$ cat src/rtl/vz_load_ctrl.sv
// VZ image loader: stalls the Z80, parses the 24-byte header and streams payload into main RAM.
// Optional VZ_PTR_PATCH_EN adds BASIC end-pointer / USR-vector patch writes after the payload.
module vz_load_ctrl #(
    parameter logic [7:0]  VZ_INDEX   = 8'd1,
    parameter int unsigned FIFO_DEPTH = 8,
    parameter int unsigned HDR_LEN    = 24
) (
    input  logic        clk_sys,
    input  logic        reset,
    input  logic        dn_download,
    input  logic [7:0]  dn_index,
    input  logic        dn_wr,
    input  logic [15:0] dn_addr,
    input  logic [7:0]  dn_data,
    output logic        cpu_hold,
    input  logic        cpu_holdack,
    output logic        ram_we,
    output logic [15:0] ram_addr,
    output logic [7:0]  ram_din,
    output logic        busy,
    output logic        done,
    output logic [1:0]  err
);

    localparam int unsigned AW = $clog2(FIFO_DEPTH);
    localparam int unsigned CW = AW + 1;
    localparam logic [15:0] HDR_LEN16  = 16'(HDR_LEN);
    localparam logic [CW-1:0] DEPTH_C  = CW'(FIFO_DEPTH);
    localparam logic [31:0] MAGIC_VZF0 = 32'h565A_4630;
    localparam logic [31:0] MAGIC_ALT  = 32'h2020_0000;

`ifdef VZ_PTR_PATCH_EN
    typedef enum logic [2:0] {IDLE, HOLD, DRAIN, PATCH, RELEASE} state_t;
`else
    typedef enum logic [2:0] {IDLE, HOLD, DRAIN, RELEASE} state_t;
`endif

    state_t          state;
    logic            dl_q;
    logic [7:0]      magic0, magic1, magic2;
    logic [15:0]     start_addr;
    logic [AW-1:0]   wr_ptr, rd_ptr;
    logic [CW-1:0]   count;
    logic [23:0]     fifo_mem [FIFO_DEPTH];

`ifdef VZ_PTR_PATCH_EN
    logic [7:0]      vz_type;
    logic [15:0]     end_off;
    logic            patch_idx;
    logic            patch_skip;
    logic [15:0]     patch_addr;
    logic [7:0]      patch_data;
    logic [15:0]     end_addr;
`endif

    logic            start_ok;
    logic            in_load;
    logic            hdr_wr;
    logic            pay_wr;
    logic            fifo_empty;
    logic            fifo_full;
    logic            push;
    logic            pop;
    logic            overflow;
    logic            magic_bad;
    logic [15:0]     pay_off;
    logic [23:0]     pop_entry;

    always_comb begin
        start_ok   = dn_download && !dl_q && (dn_index == VZ_INDEX);
        in_load    = (state == HOLD);
        hdr_wr     = in_load && dn_wr && (dn_addr < HDR_LEN16);
        pay_wr     = in_load && dn_wr && (dn_addr >= HDR_LEN16);
        pay_off    = dn_addr - HDR_LEN16;
        fifo_empty = (count == '0);
        fifo_full  = (count == DEPTH_C);
        // Payload after a bad magic is discarded, so it can neither fill nor overflow the FIFO.
        push       = pay_wr && !err[0] && !fifo_full;
        overflow   = pay_wr && !err[0] && fifo_full;
        pop        = (state == HOLD || state == DRAIN) && cpu_holdack && !fifo_empty;
        pop_entry  = fifo_mem[rd_ptr];
        magic_bad  = ({magic0, magic1, magic2, dn_data} != MAGIC_VZF0) &&
                     ({magic0, magic1, magic2, dn_data} != MAGIC_ALT);
    end

`ifdef VZ_PTR_PATCH_EN
    always_comb begin
        end_addr   = start_addr + end_off;
        patch_skip = err[0] || !((vz_type == 8'hF0) || (vz_type == 8'hF1));
        patch_addr = 16'h0000;
        patch_data = 8'h00;
        if (vz_type == 8'hF0) begin
            patch_addr = patch_idx ? 16'h78FA : 16'h78F9;
            patch_data = patch_idx ? end_addr[15:8] : end_addr[7:0];
        end else begin
            patch_addr = patch_idx ? 16'h788F : 16'h788E;
            patch_data = patch_idx ? start_addr[15:8] : start_addr[7:0];
        end
    end
`endif

    // Storage carries no reset; flushing is done by clearing the pointers.
    always_ff @(posedge clk_sys) begin
        if (push) begin
            fifo_mem[wr_ptr] <= {pay_off, dn_data};
        end
    end

    always_ff @(posedge clk_sys or posedge reset) begin
        if (reset) begin
            state      <= IDLE;
            dl_q       <= 1'b0;
            magic0     <= 8'h00;
            magic1     <= 8'h00;
            magic2     <= 8'h00;
            start_addr <= 16'h0000;
            wr_ptr     <= '0;
            rd_ptr     <= '0;
            count      <= '0;
            err        <= 2'b00;
            cpu_hold   <= 1'b0;
            ram_we     <= 1'b0;
            ram_addr   <= 16'h0000;
            ram_din    <= 8'h00;
            busy       <= 1'b0;
            done       <= 1'b0;
`ifdef VZ_PTR_PATCH_EN
            vz_type    <= 8'h00;
            end_off    <= 16'h0000;
            patch_idx  <= 1'b0;
`endif
        end else begin
            dl_q   <= dn_download;
            ram_we <= 1'b0;
            done   <= 1'b0;

            if (push) begin
                wr_ptr <= wr_ptr + AW'(1);
`ifdef VZ_PTR_PATCH_EN
                end_off <= pay_off + 16'd1;
`endif
            end
            if (pop) begin
                rd_ptr   <= rd_ptr + AW'(1);
                ram_we   <= 1'b1;
                ram_addr <= start_addr + pop_entry[23:8];
                ram_din  <= pop_entry[7:0];
            end
            if (push && !pop) begin
                count <= count + CW'(1);
            end else if (!push && pop) begin
                count <= count - CW'(1);
            end
            if (overflow) begin
                err[1] <= 1'b1;
            end

            if (hdr_wr) begin
                case (dn_addr)
                    16'd0:  magic0 <= dn_data;
                    16'd1:  magic1 <= dn_data;
                    16'd2:  magic2 <= dn_data;
                    16'd3:  if (magic_bad) err[0] <= 1'b1;
`ifdef VZ_PTR_PATCH_EN
                    16'd21: vz_type <= dn_data;
`endif
                    16'd22: start_addr[7:0]  <= dn_data;
                    16'd23: start_addr[15:8] <= dn_data;
                    default: ;
                endcase
            end

            unique case (state)
                IDLE: begin
                    if (start_ok) begin
                        state      <= HOLD;
                        cpu_hold   <= 1'b1;
                        busy       <= 1'b1;
                        err        <= 2'b00;
                        wr_ptr     <= '0;
                        rd_ptr     <= '0;
                        count      <= '0;
                        magic0     <= 8'h00;
                        magic1     <= 8'h00;
                        magic2     <= 8'h00;
                        start_addr <= 16'h0000;
`ifdef VZ_PTR_PATCH_EN
                        vz_type    <= 8'h00;
                        end_off    <= 16'h0000;
`endif
                    end
                end
                HOLD: begin
                    if (!dn_download) begin
                        state <= DRAIN;
                    end
                end
                DRAIN: begin
                    if (fifo_empty) begin
`ifdef VZ_PTR_PATCH_EN
                        state     <= PATCH;
                        patch_idx <= 1'b0;
`else
                        state     <= RELEASE;
`endif
                    end
                end
`ifdef VZ_PTR_PATCH_EN
                PATCH: begin
                    if (patch_skip) begin
                        state <= RELEASE;
                    end else if (cpu_holdack) begin
                        ram_we    <= 1'b1;
                        ram_addr  <= patch_addr;
                        ram_din   <= patch_data;
                        patch_idx <= 1'b1;
                        if (patch_idx) begin
                            state <= RELEASE;
                        end
                    end
                end
`endif
                RELEASE: begin
                    state    <= IDLE;
                    cpu_hold <= 1'b0;
                    busy     <= 1'b0;
                    done     <= (err == 2'b00);
                end
                default: state <= IDLE;
            endcase
        end
    end

endmodule
$ cat config.mk
export PLATFORM = sky130hd
export DESIGN_NAME = vz_load_ctrl
export DESIGN_NICKNAME = d
export VERILOG_FILES = /design/src/rtl/vz_load_ctrl.sv
export SDC_FILE = /design/constraint.sdc
export NUM_CORES = 1
export LEC_CHECK = 0
export BUFFER_PORTS_ARGS = -buffer_cell sky130_fd_sc_hd__buf_2
export CORE_AREA = 2 2 144 146
export CTS_CLUSTER_DIAMETER = 200
export DETAILED_ROUTE_END_ITERATION = 6
export DIE_AREA = 0 0 146 148
export MAX_ROUTING_LAYER = met4
export PLACE_DENSITY = 0.73
export SYNTH_ARGS = -nofsm -noshare
export SYNTH_HDL_FRONTEND = slang
export SYNTH_SLANG_ARGS = --single-unit
$ cat constraint.sdc
create_clock -name clk_sys -period 6 [get_ports clk_sys]
set_input_delay 1.2 -clock clk_sys [delete_from_list [all_inputs] [get_ports clk_sys]]
set_output_delay 1.2 -clock clk_sys [all_outputs]
set_load 0.03 [all_outputs]
==> impl_metrics.yaml, run 1 <==
setup_path:
  crit_fanout: 20
  start_kind: "flop"
  r2r_cells: 11
  critical_path.startpoint: "rd_ptr[0]$_DFF_PP0_"
  rr_endpoint: "ram_addr[13]$_DFFE_PP0P_"
  reg2reg_from: "rd_ptr[0]$_DFF_PP0_"
  cp_data_arrival_time_ps: 4250
  crit_type: "flop to flop"
  cp.required_ps: 6440
  end_kind: "flop"
  crit_end: "ram_addr[13]$_DFFE_PP0P_"
  reg2reg_slack_ps: 2190
route:
  totalWireLength_um: 25150
  vias: 6690
  vias_per_cell: 5.989
  dr.pass1.iters: 5
  wl_per_cell_um: 22.52
  drcViolationCount: 0
  drt_iter0_drc: 663
  drtAntennaViolNets: 0
clock_network:
  cts_hold_buf: 0
  clock_sinks: 274
  path_clk_slew_ps: 60
  cts.htree.levels: 1
  cts_root_buffer: "clkbuf_16"
  tritoncts: "built"
  clkLatencyLatePin_ps: 530
  numCtsBuffers: 27
  cts_resized: 0
  postCtsSetupBuffers: 0
  cts_buffer_depth: 3
grt:
  grt.total_usage: 0.2493
  grt_max_degree: 83
  grt_antenna_before_repair: 0
  grt_pass1_vias: 6991
  grt_pass1_wl_um: 39780
  grt-ovfl-total: 0
synthesis:
  synth-seq-cells: 274
  syn-num-nets: 814
  synth_area_um2: 11790
  synth_edf_count: 192
  ys_types: 55
  ys_async_sr_fraction: 0.2993
  yosys.area.top_type: "edfxtp_1"
  avgSynthCellArea_um2: 15.70
  yosysSeqAreaShare: 0.6631
  syn_inst: 751
  ys.flop_type: "edfxtp_1"
  ys_warn_count: 0
  synth_area_leaders: "edfxtp_1 49%, dfrtp_1 17%, mux4_2 9.2%"
  synth_top_area_share: 0.4891
die:
  die_area_um2: 21610
  start_util: 0.5883
  die_w_um: 146
  die_y_um: 148
  core_region_area_um2: 20040
  std_cell_rows: 52
  num_io_pins: 67
sta:
  setup_viol: 0
  tightest_slew_ps: 1083
  finalHoldViolCount: 0
  min_period_over_period: 0.6350
  grt_setup_unrepaired: "no"
  clock_skew_ps: 16.50
  slew_headroom: 0.2778
  setup_slack_ps: 2190
  drv_slew: 0
  period_needed_ps: 3810
  fin_tns_setup_ps: 0
  fmax_mhz: 262.5
layout:
  antenna-diode-count: 0
  area_growth_syn_to_layout_pct: 13.63
  final_layout_size_suffix_gt1_frac: 0.2468
  fin_nets: 889
pwr:
  power_density_nw_per_um2: 439.7
  ir_worst_vdd_v: 0.0002963
  p_leak_nw: 5.189
place:
  hpwlAfterDp_um: 16020
  pre_cts_slack_ps: 2132
  port_buffers: 66
  gp_congestion: 0.8589
run_status:
  status: "completed"
hold_path:
  hold_path.class: "flop to flop"
job:
  max_cap_viol_count: 0
[cells in the final DEF, fill, tap and decap left out, types with 10 or more instances in the layout]
cell type and n:
edfxtp_1 192, mux2i_1 53, inv_1 14, buf_4 14
a21oi_1 16, nand2_1 50, mux4_2 48, buf_2 66
nand3_1 10, nor2_1 64, clkbuf_16 27, o21ai_0 29
xor2_1 12, mux2_2 14, dfrtp_1 80, xnor2_1 15
ha_1 25
[registers in the layout, summed over array words and instances (netlist names), 4 cells and up]
name / flops
magic2: 8
magic0: 8
start_addr: 16
magic1: 8
ram_din: 8
ram_addr: 16
fifo_mem: 192
count: 4
[cell usage after synthesis, types with 7 or more instances]
library cell / number
mux2_2: 14
nand3_1: 11
nand2_1: 50
o21ai_0: 29
nor4_1: 10
inv_1: 15
nor3_1: 8
mux4_2: 48
buf_2: 7
xor2_1: 12
dfrtp_1: 82
edfxtp_1: 192
clkbuf_1: 21
ha_1: 25
mux2i_1: 53
nor2_1: 66
xnor2_1: 15
a21oi_1: 16
nand4_1: 9
[metal layers]
metal / global-route usage / routed length [um] / part of all wire / up-vias
met4: 0.06893 / 511 / 0.020 / 0
met5: - / 0 / 0 / -
met2: 0.4017 / 12350 / 0.49 / 221
met1: 0.3399 / 10840 / 0.43 / 3389
li1: - / - / - / 3040
met3: 0.03580 / 1453 / 0.058 / 40
[where the power goes]
part           total, mW  switching (mW)  internal (mW)
logic               1.71           0.963          0.750
registers           2.48           0.228           2.25
clock network       1.70           0.680           1.02
[area by class of cell]
type,instances,area (um2)
tap,270,337.8
inverter,15,57.56
clock inverter,11,107.6
timing repair buffer,80,435.4
clock buffer,39,810.8
fill,1407,6644
multi-input combinational,428,3826
sequential,274,7820
[worst max-delay path, cell delays in order, from the launching register on]
cell,delay [ps]
dfrtp_2,690
buf_4,470
mux4_2,550
mux2i_1,240
inv_1,80
ha_1,300
a211oi_1,380
o21ai_0,260
a41oi_1,360
o31ai_1,120
xnor2_1,130
o21ai_0,160
[how the worst min path moves through the flow]
stage | startpoint | cells after the start | endpoint | slack [ps]
final | ram_din[1]$_DFFE_PP0P_ | 2 | ram_din[1]$_DFFE_PP0P_ | 470
after detailed placement | ram_din[3]$_DFFE_PP0P_ | 2 | ram_din[3]$_DFFE_PP0P_ | 470
after CTS | ram_din[3]$_DFFE_PP0P_ | 2 | ram_din[3]$_DFFE_PP0P_ | 480
after global placement | ram_addr[1]$_DFFE_PP0P_ | 2 | ram_addr[1]$_DFFE_PP0P_ | 460
after floorplan | magic2[7]$_DFF_PP0_ | 2 | magic2[7]$_DFF_PP0_ | 490
after global routing | ram_addr[7]$_DFFE_PP0P_ | 2 | ram_addr[7]$_DFFE_PP0P_ | 490
[through the flow]
step | instances | hold slack, ps | power (mW) | utilization | instance area [um2]
2_1_floorplan | 751 | 486.6 | 3.744 | - | 11790
3_3_place_gp | 1067 | 456.2 | 4.185 | 0.6226 | 12480
3_5_place_dp | 1067 | 465.9 | 4.239 | 0.6226 | 12480
4_1_cts | 1117 | 480.2 | 5.937 | 0.6685 | 13400
5_1_grt | 1117 | 493.7 | 6.184 | 0.6685 | 13400
6_report | 1117 | 472.1 | 5.890 | 0.6685 | 13400
[kinds of logic after synthesis]
logic type,synth area share
AO/OA/AOI/OAI,0.04161
XOR/XNOR,0.02006
adder cells (fa/ha/maj),0.02993
buffers and inverters,0.01730
flip-flops,0.6631
multiplexers,0.1501
AND/OR/NAND/NOR,0.07790
Note: power is estimated with default switching activity, not from simulation.
==> run 2, diff against run 1 <==
- ABC_AREA: unset -> 1
- CORE_AREA: 2 2 144 146 -> 2 2 153 155
- DIE_AREA: 0 0 146 148 -> 0 0 155 157
- PLACE_DENSITY: 0.73 -> 0.71
- clock period: 6 -> 3.5 ns (I/O delays scaled with it)
==> run 2 against run 1 <==
Against the previous run: die area increased by 13%; routed wire length is 13% higher; global-route usage decreased by 0.17 points; clock power up 64%; via count rose by 31%; first-iteration DRC count increased by 10%; worst hold slack lost 170 ps; non-clock buffer count increased by 15; sequential power is 54% higher; largest power group unchanged.
==> impl_metrics.yaml, run 2 <==
die:
  std_cell_rows: 55
  start_util: 0.5451
  die_area_um2: 24340
  die_w_um: 155
  core_region_area_um2: 22500
  die_y_um: 157
  num_io_pins: 67
synthesis:
  synth_area_um2: 12270
  synth_top_area_share: 0.4701
  synth_area_leaders: "edfxtp_1 47%, dfrtp_1 17%, nor2_1 7.7%"
  syn_inst: 1194
  syn-num-nets: 1257
  synth-seq-cells: 274
  avgSynthCellArea_um2: 10.27
  ys.flop_type: "edfxtp_1"
  ys_warn_count: 0
  ys_async_sr_fraction: 0.2993
  yosys.area.top_type: "edfxtp_1"
  synth_common_cells: "250 x nor2_1, 192 x edfxtp_1, 190 x nand2_1"
  synth_edf_count: 192
  synth_most_common_cell: "nor2_1"
  ys_types: 41
  yosysSeqAreaShare: 0.6374
layout:
  final_cell_mix: "242 x nor2_1, 192 x edfxtp_1, 190 x nand2_1"
  largest_reg_flops: 192
  area_growth_syn_to_layout_pct: 12.75
  final_common_cell: "nor2_1"
  final_layout_size_suffix_gt1_frac: 0.1262
  fin_nets: 1327
  antenna-diode-count: 0
  reg.largest.list: "fifo_mem: 192 flops, ram_addr: 16 flops, start_addr: 16 flops"
  largest_register: "fifo_mem"
grt:
  grt_antenna_before_repair: 0
  grt-ovfl-total: 0
  grt_max_degree: 68
  grt.total_usage: 0.2475
  met1_usage: 0.3276
  grt_pass1_vias: 8409
  use_met3: 0.03717
  grtUsageMet2: 0.4019
  busiest_layer: "met2"
  grt_pass1_wl_um: 45110
route:
  totalWireLength_um: 28520
  wl_per_cell_um: 18.18
  drcViolationCount: 0
  vias_per_cell: 5.604
  drtAntennaViolNets: 0
  dr.pass1.iters: 5
  drt_iter0_drc: 729
  vias: 8793
clock_network:
  clock_sinks: 274
  cts_hold_buf: 0
  tritoncts: "built"
  numCtsBuffers: 27
  cts_root_buffer: "clkbuf_16"
  cts_resized: 0
  postCtsSetupBuffers: 0
  cts_buffer_depth: 3
  clkLatencyLatePin_ps: 540
  cts.htree.levels: 1
  path_clk_slew_ps: 60
setup_path:
  crit_buf_inv: 1
  crit_family: "compound AO/OA/AOI/OAI gates"
  crit_fanout: 67
  path_common_cell: "nand2_1"
  path_cells: "buf_4, o21ai_0, o22ai_1, nor2_1, a31oi_1, ha_1, nand2_1, o21ai_1, nand2_1, nand2_1, nand3_1, nand2_1, nand2_1, nand3_1, nand2_1"
  end_kind: "flop"
  start_kind: "flop"
  critPathSlowestCell: "buf_4"
  cp_data_arrival_time_ps: 3500
  max_stage_delay_ps: 600
  crit_type: "flop to flop"
  cp.required_ps: 3920
sta:
  period_needed_ps: 3080
  grt_setup_unrepaired: "no"
  setup_viol: 0
  fin_tns_setup_ps: 0
  tightest_slew_ps: 873.8
  drv_slew: 0
  setup_slack_ps: 419.7
  slew_headroom: 0.4168
  min_period_over_period: 0.8801
  fmax_mhz: 324.6
  finalHoldViolCount: 0
  clock_skew_ps: 10.47
pwr:
  ir_worst_vdd_v: 0.0005035
  power_density_nw_per_um2: 740.5
  p_leak_nw: 5.770
place:
  hpwlAfterDp_um: 18620
  pre_cts_slack_ps: 509.1
  port_buffers: 66
  gp_congestion: 0.8558
job:
  max_cap_viol_count: 0
run_status:
  status: "completed"
hold_path:
  hold_path.class: "input pin to flop"
[run 2: cell families (layout without fill, tap and decap cells)]
family	count (synthesis)	after routing	synth area share
AOI/OAI and AO/OA	235	235	0.1047
xor gates and xnor gates	14	14	0.009997
adders and majority gates	26	26	0.02713
buffers and inverters	123	213	0.04152
DFF	274	274	0.6374
and+or+nand+nor	522	522	0.1793
[run 2: path summary, 6_finish.rpt]
check	start	to	slack (ps)	cells after the start
max in group asynchronous	reset	wr_ptr[2]$_DFF_PP0_	2500	3
min in group asynchronous	reset	ram_addr[14]$_DFFE_PP0P_	310	2
setup / recovery	rd_ptr[0]$_DFF_PP0_	ram_addr[14]$_DFFE_PP0P_	420	15
hold / removal	dn_download	dl_q$_DFF_PP0_	300	1
setup reg to reg	rd_ptr[0]$_DFF_PP0_	ram_addr[14]$_DFFE_PP0P_	420	15
hold reg to reg	err[1]$_DFF_PP0_	done$_DFF_PP0_	470	1
[run 2: area by class of cell]
class,instances,area (um2)
fillers,1848,8673
flip-flops and latches,274,7819
multi-input cells,797,3964
clock buffers,33,729.5
repair buffers,95,573.1
well taps,285,356.6
inverters,69,260.3
clock inverters,16,127.6
[run 2: through the flow]
step | hold WS, ps | cells | total power [mW] | util | area (um2)
final | 299.3 | 1569 | 10.24 | 0.6146 | 13830
after global routing | 285.6 | 1569 | 10.84 | 0.6146 | 13830
after CTS | 283.6 | 1569 | 10.29 | 0.6146 | 13830
after detailed placement | 462.3 | 1520 | 7.490 | 0.5765 | 12970
after global placement | 457.5 | 1520 | 7.442 | 0.5765 | 12970
after floorplan | 479.8 | 1194 | 6.377 | - | 12270
[run 2: metal layers]
metal / share of wire / up-vias / wire length (um)
li1: - / 4265 / -
met1: 0.43 / 4216 / 12350
met2: 0.48 / 279 / 13740
met3: 0.063 / 33 / 1806
met4: 0.022 / 0 / 635
met5: 0 / - / 0
[run 2: power by group]
part	switching (mW)	leakage, nW	internal [mW]
Clock	1.16	0.420	1.62
Combinational	2.50	2.56	1.13
Sequential	0.136	2.79	3.69
